### src/rtl/reg_bank_dump.sv
// ----------------------------------------------------------------------------
// reg_bank_dump
//
// Row store for the register controller's write stream, plus a dump engine.
// When the controller's done level rises, the store window (DUMP_LEN rows
// starting at DUMP_BASE) is streamed out one row per beat over a
// valid/ready port. An asynchronous debug read port exposes any row.
//
// Upstream drives its inputs on negedge clk; everything here is sampled on
// posedge clk.
//
// Ports
//   clk              in   1       single clock, posedge
//   rst_n            in   1       asynchronous active-low reset
//   writemem         in   1       row write enable from the controller
//   rowaddr          in   ADDR_W  row written when writemem is high
//   wdata            in   DATA_W  row write data
//   state_ctrl_done  in   1       controller done level; a rising edge starts a dump
//   rd_addr          in   ADDR_W  debug read address
//   rd_data          out  DATA_W  row[rd_addr], combinational, no write bypass
//   dump_data        out  DATA_W  registered dump beat
//   dump_valid       out  1       dump beat valid
//   dump_ready       in   1       consumer accepts the current beat
//   dump_last        out  1       high with the final beat of the window
//   busy             out  1       dump in progress
//   dump_hazard      out  1       sticky: a write hit a window row during a dump
//   trig_overrun     out  1       sticky: done rose while a dump was in progress
//
// state  | meaning
// -------+------------------------------------------------------------------
// S_IDLE | no dump running; waiting for a done rising edge
// S_DUMP | presenting window rows; advancing one row per accepted beat
// ----------------------------------------------------------------------------
module reg_bank_dump #(
    parameter int                DATA_W    = 16,
    parameter int                ADDR_W    = 4,
    parameter logic [ADDR_W-1:0] DUMP_BASE = 4'b1000,
    parameter int                DUMP_LEN  = 4
) (
    input  logic              clk,
    input  logic              rst_n,
    input  logic              writemem,
    input  logic [ADDR_W-1:0] rowaddr,
    input  logic [DATA_W-1:0] wdata,
    input  logic              state_ctrl_done,
    input  logic [ADDR_W-1:0] rd_addr,
    output logic [DATA_W-1:0] rd_data,
    output logic [DATA_W-1:0] dump_data,
    output logic              dump_valid,
    input  logic              dump_ready,
    output logic              dump_last,
    output logic              busy,
    output logic              dump_hazard,
    output logic              trig_overrun
);

    localparam int ROWS   = 2 ** ADDR_W;
    localparam int BEAT_W = $clog2(DUMP_LEN) + 1;

    localparam logic [BEAT_W-1:0] LAST_BEAT     = BEAT_W'(DUMP_LEN - 1);
    localparam logic              FIRST_IS_LAST = (DUMP_LEN == 1);

    // Window bounds carry one extra bit so a window ending on the last row
    // compares correctly without wrapping.
    localparam logic [ADDR_W:0] WIN_LO = {1'b0, DUMP_BASE};
    localparam logic [ADDR_W:0] WIN_HI = WIN_LO + (ADDR_W + 1)'(DUMP_LEN - 1);

    typedef enum logic {
        S_IDLE,
        S_DUMP
    } state_t;

    state_t             state;
    logic [DATA_W-1:0]  mem [ROWS];
    logic               done_q;
    logic [BEAT_W-1:0]  beat;

    logic               done_rise;
    logic               handshake;
    logic               last_beat;
    logic               win_hit;
    logic [BEAT_W-1:0]  beat_inc;
    logic [ADDR_W-1:0]  next_row;

    assign done_rise = state_ctrl_done & ~done_q;
    assign handshake = dump_valid & dump_ready;
    assign last_beat = (beat == LAST_BEAT);
    assign beat_inc  = beat + BEAT_W'(1);
    // Row index wraps modulo the bank size.
    assign next_row  = DUMP_BASE + ADDR_W'(beat_inc);
    assign win_hit   = ({1'b0, rowaddr} >= WIN_LO) && ({1'b0, rowaddr} <= WIN_HI);

    assign rd_data   = mem[rd_addr];
    assign busy      = (state == S_DUMP);

    // Writes are never stalled by a dump; a dump load on the same edge as a
    // write to that row sees the pre-write contents.
    always_ff @(posedge clk or negedge rst_n) begin
        if (!rst_n) begin
            for (int i = 0; i < ROWS; i++) begin
                mem[i] <= '0;
            end
        end else if (writemem) begin
            mem[rowaddr] <= wdata;
        end
    end

    always_ff @(posedge clk or negedge rst_n) begin
        if (!rst_n) begin
            state        <= S_IDLE;
            done_q       <= 1'b0;
            beat         <= '0;
            dump_data    <= '0;
            dump_valid   <= 1'b0;
            dump_last    <= 1'b0;
            dump_hazard  <= 1'b0;
            trig_overrun <= 1'b0;
        end else begin
            done_q <= state_ctrl_done;
            case (state)
                S_IDLE: begin
                    if (done_rise) begin
                        state        <= S_DUMP;
                        beat         <= '0;
                        dump_data    <= mem[DUMP_BASE];
                        dump_valid   <= 1'b1;
                        dump_last    <= FIRST_IS_LAST;
                        dump_hazard  <= 1'b0;
                        trig_overrun <= 1'b0;
                    end
                end
                S_DUMP: begin
                    // A held beat keeps its value; later rows pick up new
                    // contents when they are loaded.
                    if (writemem && win_hit) begin
                        dump_hazard <= 1'b1;
                    end
                    if (done_rise) begin
                        trig_overrun <= 1'b1;
                    end
                    if (handshake) begin
                        if (last_beat) begin
                            state      <= S_IDLE;
                            dump_valid <= 1'b0;
                            dump_last  <= 1'b0;
                        end else begin
                            beat      <= beat_inc;
                            dump_data <= mem[next_row];
                            dump_last <= (beat_inc == LAST_BEAT);
                        end
                    end
                end
                default: begin
                    state <= S_IDLE;
                end
            endcase
        end
    end

endmodule

### config.mk
export PLATFORM = sky130hd
export DESIGN_NAME = reg_bank_dump
export DESIGN_NICKNAME = d
export VERILOG_FILES = /design/src/rtl/reg_bank_dump.sv
export SDC_FILE = /design/constraint.sdc
export NUM_CORES = 1
export LEC_CHECK = 0
export BUFFER_PORTS_ARGS = -buffer_cell sky130_fd_sc_hd__buf_2
export CAP_MARGIN = 10
export CORE_MARGIN = 5
export CORE_UTILIZATION = 45
export DETAILED_ROUTE_END_ITERATION = 6
export GPL_TIMING_DRIVEN = 0
export PLACE_DENSITY = 0.61
export SETUP_SLACK_MARGIN = 0.5
export SLEW_MARGIN = 20
export SYNTH_ARGS = -nofsm -noshare
export SYNTH_HDL_FRONTEND = slang
export SYNTH_SLANG_ARGS = --single-unit
### constraint.sdc
create_clock -name clk -period 3.4 [get_ports clk]
set_input_delay 0.51 -clock clk [delete_from_list [all_inputs] [get_ports clk]]
set_output_delay 0.51 -clock clk [all_outputs]
set_load 0.1 [all_outputs]
# Word-level counts from Yosys, hierarchy flattened
# Cells that the tools add are included.
[word_totals]
reg_bits = 281
input_bits = 29
wordCells = 87
out_inout_bits = 37
[op_classes]
n_eq_ne = 8
reduce_logical = 8
n_mux = 32
bitwise_logic = 7
n_addsub = 2
order_cmp = 6
[ops]
columns = ["op", "n"]
rows = [
  ["$bwmux W256", 1],
  ["$bmux W16 S4", 2],
  ["$mux W16", 8],
  ["$demux W16 S4", 1],
  ["$pmux W16 S2", 1],
  ["$ge A5 B5 Y1 const B", 3],
  ["$not A4 Y5", 3],
  ["$mux W1", 10],
  ["$pmux W1 S2", 5],
  ["$mux W3", 3],
  ["$ne A2 B1 Y1 const B", 4],
  ["$eq A3 B2 Y1 const B", 2],
  ["$pmux W3 S2", 1],
  ["$reduce_and A2 Y1", 3],
  ["$reduce_and A3 Y1", 2],
  ["$lt A5 B1 Y1 const B", 1],
  ["$add A4 B3 Y4 const A", 1],
  ["$ge A4 B4 Y1 const B", 1],
  ["$le A4 B4 Y1 const B", 1],
  ["$ne A2 B2 Y1 const B", 2],
  ["$add A3 B1 Y3 const B", 1],
  ["$logic_and A1 B1 Y1", 3],
  ["$and A1 B1 Y1", 2],
  ["$not A1 Y1", 2],
]

# Logic depth before layout (Yosys ltp)
[depth]
word_depth = 9
mapped_depth = 12
ltp_nobuf = 6

# Least setup slack after synthesis
# No wires, ideal clock.
[synth_path]
path_kind = "input to output"
start = "in rd_addr[1]"
end = "out rd_data[11]"
arrival_time_ps = 2358
setup_slack_ps = 532
required_ps = 2890
path_stages = 5
cell_sequence = "buf_2 -> buf_2 -> mux4_2 -> a22oi_1 -> nand2_1"
[synth_via]
elab_chain_len = 4
[synth_rtl]
columns = ["element", "line", "rtl"]
rows = [
  ["start, declared", "46", "input logic [ADDR_W-1:0] rd_addr,"],
  ["$not A4 Y5 (not written as such)", "93", "assign rd_data = mem[rd_addr];"],
  ["$bmux W16 S4", "93", ""],
  ["$mux W16 (not written as such) (2 in a row)", "93", ""],
  ["end, declared", "47", "output logic [DATA_W-1:0] rd_data,"],
]
# No other way between the ends. The select of a mux whose other input is x is not followed.

# Worst setup path after layout
[layout_path]
start = "in rd_addr[0]"
end = "out rd_data[14]"
# The elaborated chain is that of the path after synthesis.

==> impl_results.md <==
- Clk sinks: 281
- Final net count: 1019
- Commonest non-fill, non-tap cell in the layout: dfrtp_1
- DP Wirelength: 24.7 mm
- Overall routed net length: 34.4 mm
- YS warnings: 0
- PortBufs: 60
- Ratio of final minimum period to clock period: 83.8%
- Antenna violations before repair: 1
- Initial core utilization: 45.6%
- Crit-path max FO: 10
- Most frequent cells in the layout: dfrtp_1, mux2_2, mux4_2
- DR vias: 8224
- Final GP Congestion: 0.785
- LEAKAGE: 6.72 nW
- Multi-input logic area: 6160 µm²
- Max_cap viols: 0
- Critical path class: in -> out
- H-tree Lvls: 1
- TritonCTS clock tree: built
- Slew Viols, Final: 0
- DRT iter0 DRCs: 587
- Most used cell along the critical path: buf_4
- Clk slew on worst S/H paths: 60 ps
- Synth Cell Area: 13600 µm²
- Worst setup slack after layout: approximately 550 ps
- Register Area: 7030 µm²
- Cell Area, Placed: 14400 µm²
- Final Hold Viols: 0
- Vias in the first global route: 8649
- Status: finished, final reports clean
- Power, Total: about 13 mW
- RSZ-0062 raised after global routing: no
- Worst path required time: 2890 ps
- Crit path time final: between 2000 and 3000 ps
- Fillers: 2533
- CTS root buf: clkbuf_16
- Final instance area: 15600 µm²
- Max clock buf depth: 3
- Fmax: 351 MHz
- Worst path cell trace: buf_4, buf_4, buf_4, mux4_2, a22oi_1, nand2_1, buf_2
- Ports: 66
- Cell Pwr Density: 825 nW/µm²
- Mean Syn Cell Area: approximately 15 µm²
- Crit start category: input port
- Setup crit end kind: output port
- CP max-delay cell: mux4_2
- Post-synth cell types: 40
- CTS buffer count: 31
- Slowest stage delay, CP: 400 ps
- Synth Register Bits: 281
- DRC violations left: 0
- Critical path buffers and inverters: 4
- # setup viols final: 0
- First-pass GRT wire length: 53.9 mm
- Hold crit path type: in -> reg
- VDD IR-drop max: around 0.39 mV
- Place WS: -288 ps
- Slew margin rel.: 37.2%
- Skew final: 12.9 ps
- Die area: 33700 µm²
- Worst path top cell family by delay: buffers and inverters
- Antenna Nets Post-Route: 0
- Total gr overflow: 0
- Die width: 184 µm
- Worst Tran Pin Value: between 900 and 1000 ps
- Fraction of layout cells with a size suffix above 1: 52.0%
- Largest net degree at the start of global routing: 98
- Mapped Cells: 889
- Net count after synthesis: about 920
- GRT Util Overall: 20.8%
- Area Overhead vs Synth: 15.1%
- First-pass DRT Iterations: 4
- Worst EP arrival: approximately 2300 ps
- Routed WL per cell: between 20 and 25 µm
- Vias per cell: 5.87
- Die H: around 180 µm
- Post-synthesis sequential area ratio: 51.9%
- Core footprint: 29700 µm²
- # rows: 63
- Clk Latency, worst-skew pair: 550 ps
-- registers in the layout (all words and copies together) (netlist names) --
| name | cells |
|---|---|
| dump_valid | 1 |
| trig_overrun | 1 |
| done_q | 1 |
| dump_last | 1 |
| dump_data | 16 |
| mem | 256 |
| busy | 1 |
| beat | 3 |
| dump_hazard | 1 |
-- repair_timing --
| action | 4_1_cts | 5_1_grt |
|---|---|---|
| setup endpoints to repair | 33 | 21 |
| hold buffers | 1 | 0 |
| endpoints found under the hold margin | 32 | 0 |
| buffers inserted | 0 | 1 |
| resized for setup | 27 | 11 |
-- cell families (layout without fill, tap and decap cells) --
logic type               count (synthesis)  in the layout  synth area share, %
AO/OA/AOI/OAI                           73             73                 3.89
adder cells (fa/ha/maj)                  3              3                0.277
buffers and inverters                   78            198                 2.92
flip-flops                             281            281                 51.9
multiplexers                           352            352                 37.2
other                                    0              1                    0
AND/OR/NAND/NOR                        102            102                 3.84
-- layer usage --
layer / vias to the layer above / track usage (%) / routed length [µm]
met1: 4419 / 30.7 / 15800
met4: 0 / 4.56 / 625
met5: - / 0 / 0
li1: 3591 / - / -
met2: 173 / 33.0 / 16500
met3: 41 / 3.32 / 1570
-- synth_stat cells, drive strengths merged --
| library cell | n | share of area [%] |
|---|---|---|
| dfrtp | 281 | 52 |
| nand3b | 5 | 0.30 |
| buf | 47 | 2.1 |
| clkbuf | 28 | 0.78 |
| ha | 3 | 0.28 |
| nor2b | 2 | 0.092 |
| o21ai | 15 | 0.55 |
| nor3 | 3 | 0.22 |
| clkinv | 1 | 0.028 |
| mux2 | 256 | 21 |
| nor2 | 27 | 0.84 |
| nor3b | 2 | 0.15 |
| nand4 | 2 | 0.14 |
| a221oi | 9 | 0.58 |
| nand2b | 3 | 0.19 |
| nand2 | 48 | 1.3 |
| and4b | 1 | 0.074 |
| inv | 2 | 0.055 |
| nand3 | 3 | 0.18 |
| and2 | 1 | 0.046 |
| nand4b | 1 | 0.065 |
| a21boi | 1 | 0.055 |
| mux4 | 96 | 16 |
| a22oi | 32 | 1.8 |
| a311oi | 7 | 0.45 |
| and3 | 1 | 0.046 |
| a21o | 8 | 0.44 |
| and3b | 1 | 0.065 |
| or3 | 2 | 0.092 |
| a21oi | 1 | 0.037 |
-- area by class of cell --
class / instances / area share [%]
Antenna cell: 1 / 0.0160
Buffer: 75 / 3.11
Clock buffer: 44 / 5.67
Clock inverter: 11 / 0.834
Inverter: 3 / 0.104
Multi-Input combinational cell: 530 / 39.4
Sequential cell: 281 / 45.1
Tap cell: 390 / 3.13
Timing Repair Buffer: 65 / 2.65
-- report_power, final --
group | switching, mW | total (mW) | internal, mW
clock | 1.33 | 3.35 | 2.02
combinational | 2.83 | 4.81 | 1.98
sequential | 0.530 | 4.72 | 4.19
total | 4.69 | 12.9 | 8.19
-- final timing paths --
path                            startpoint           end  slack (ps)  cells after the start
setup / recovery                rd_addr[0]   rd_data[14]         550                      7
hold / removal             state_ctrl_done        done_q         100                      1
setup reg to reg                   beat[0]  dump_data[5]         650                      7
hold reg to reg               dump_data[9]  dump_data[9]         470                      1
max in group asynchronous            rst_n      mem[117]        1910                      4
min in group asynchronous            rst_n      mem[144]         420                      2
-- stage by stage --
stage                     std cells  TNS [ps]  hold slack [ps]  utilization [%]
after floorplan                 889         0              214                -
after global placement         1339   -999470              455             48.3
after detailed placement       1342     -3370              401             48.6
after CTS                      1398         0             76.0             52.3
after global routing           1400         0             88.0             52.5
final                          1400         0             99.5             52.5
No activity file was read; power rests on OpenSTA's default activity.
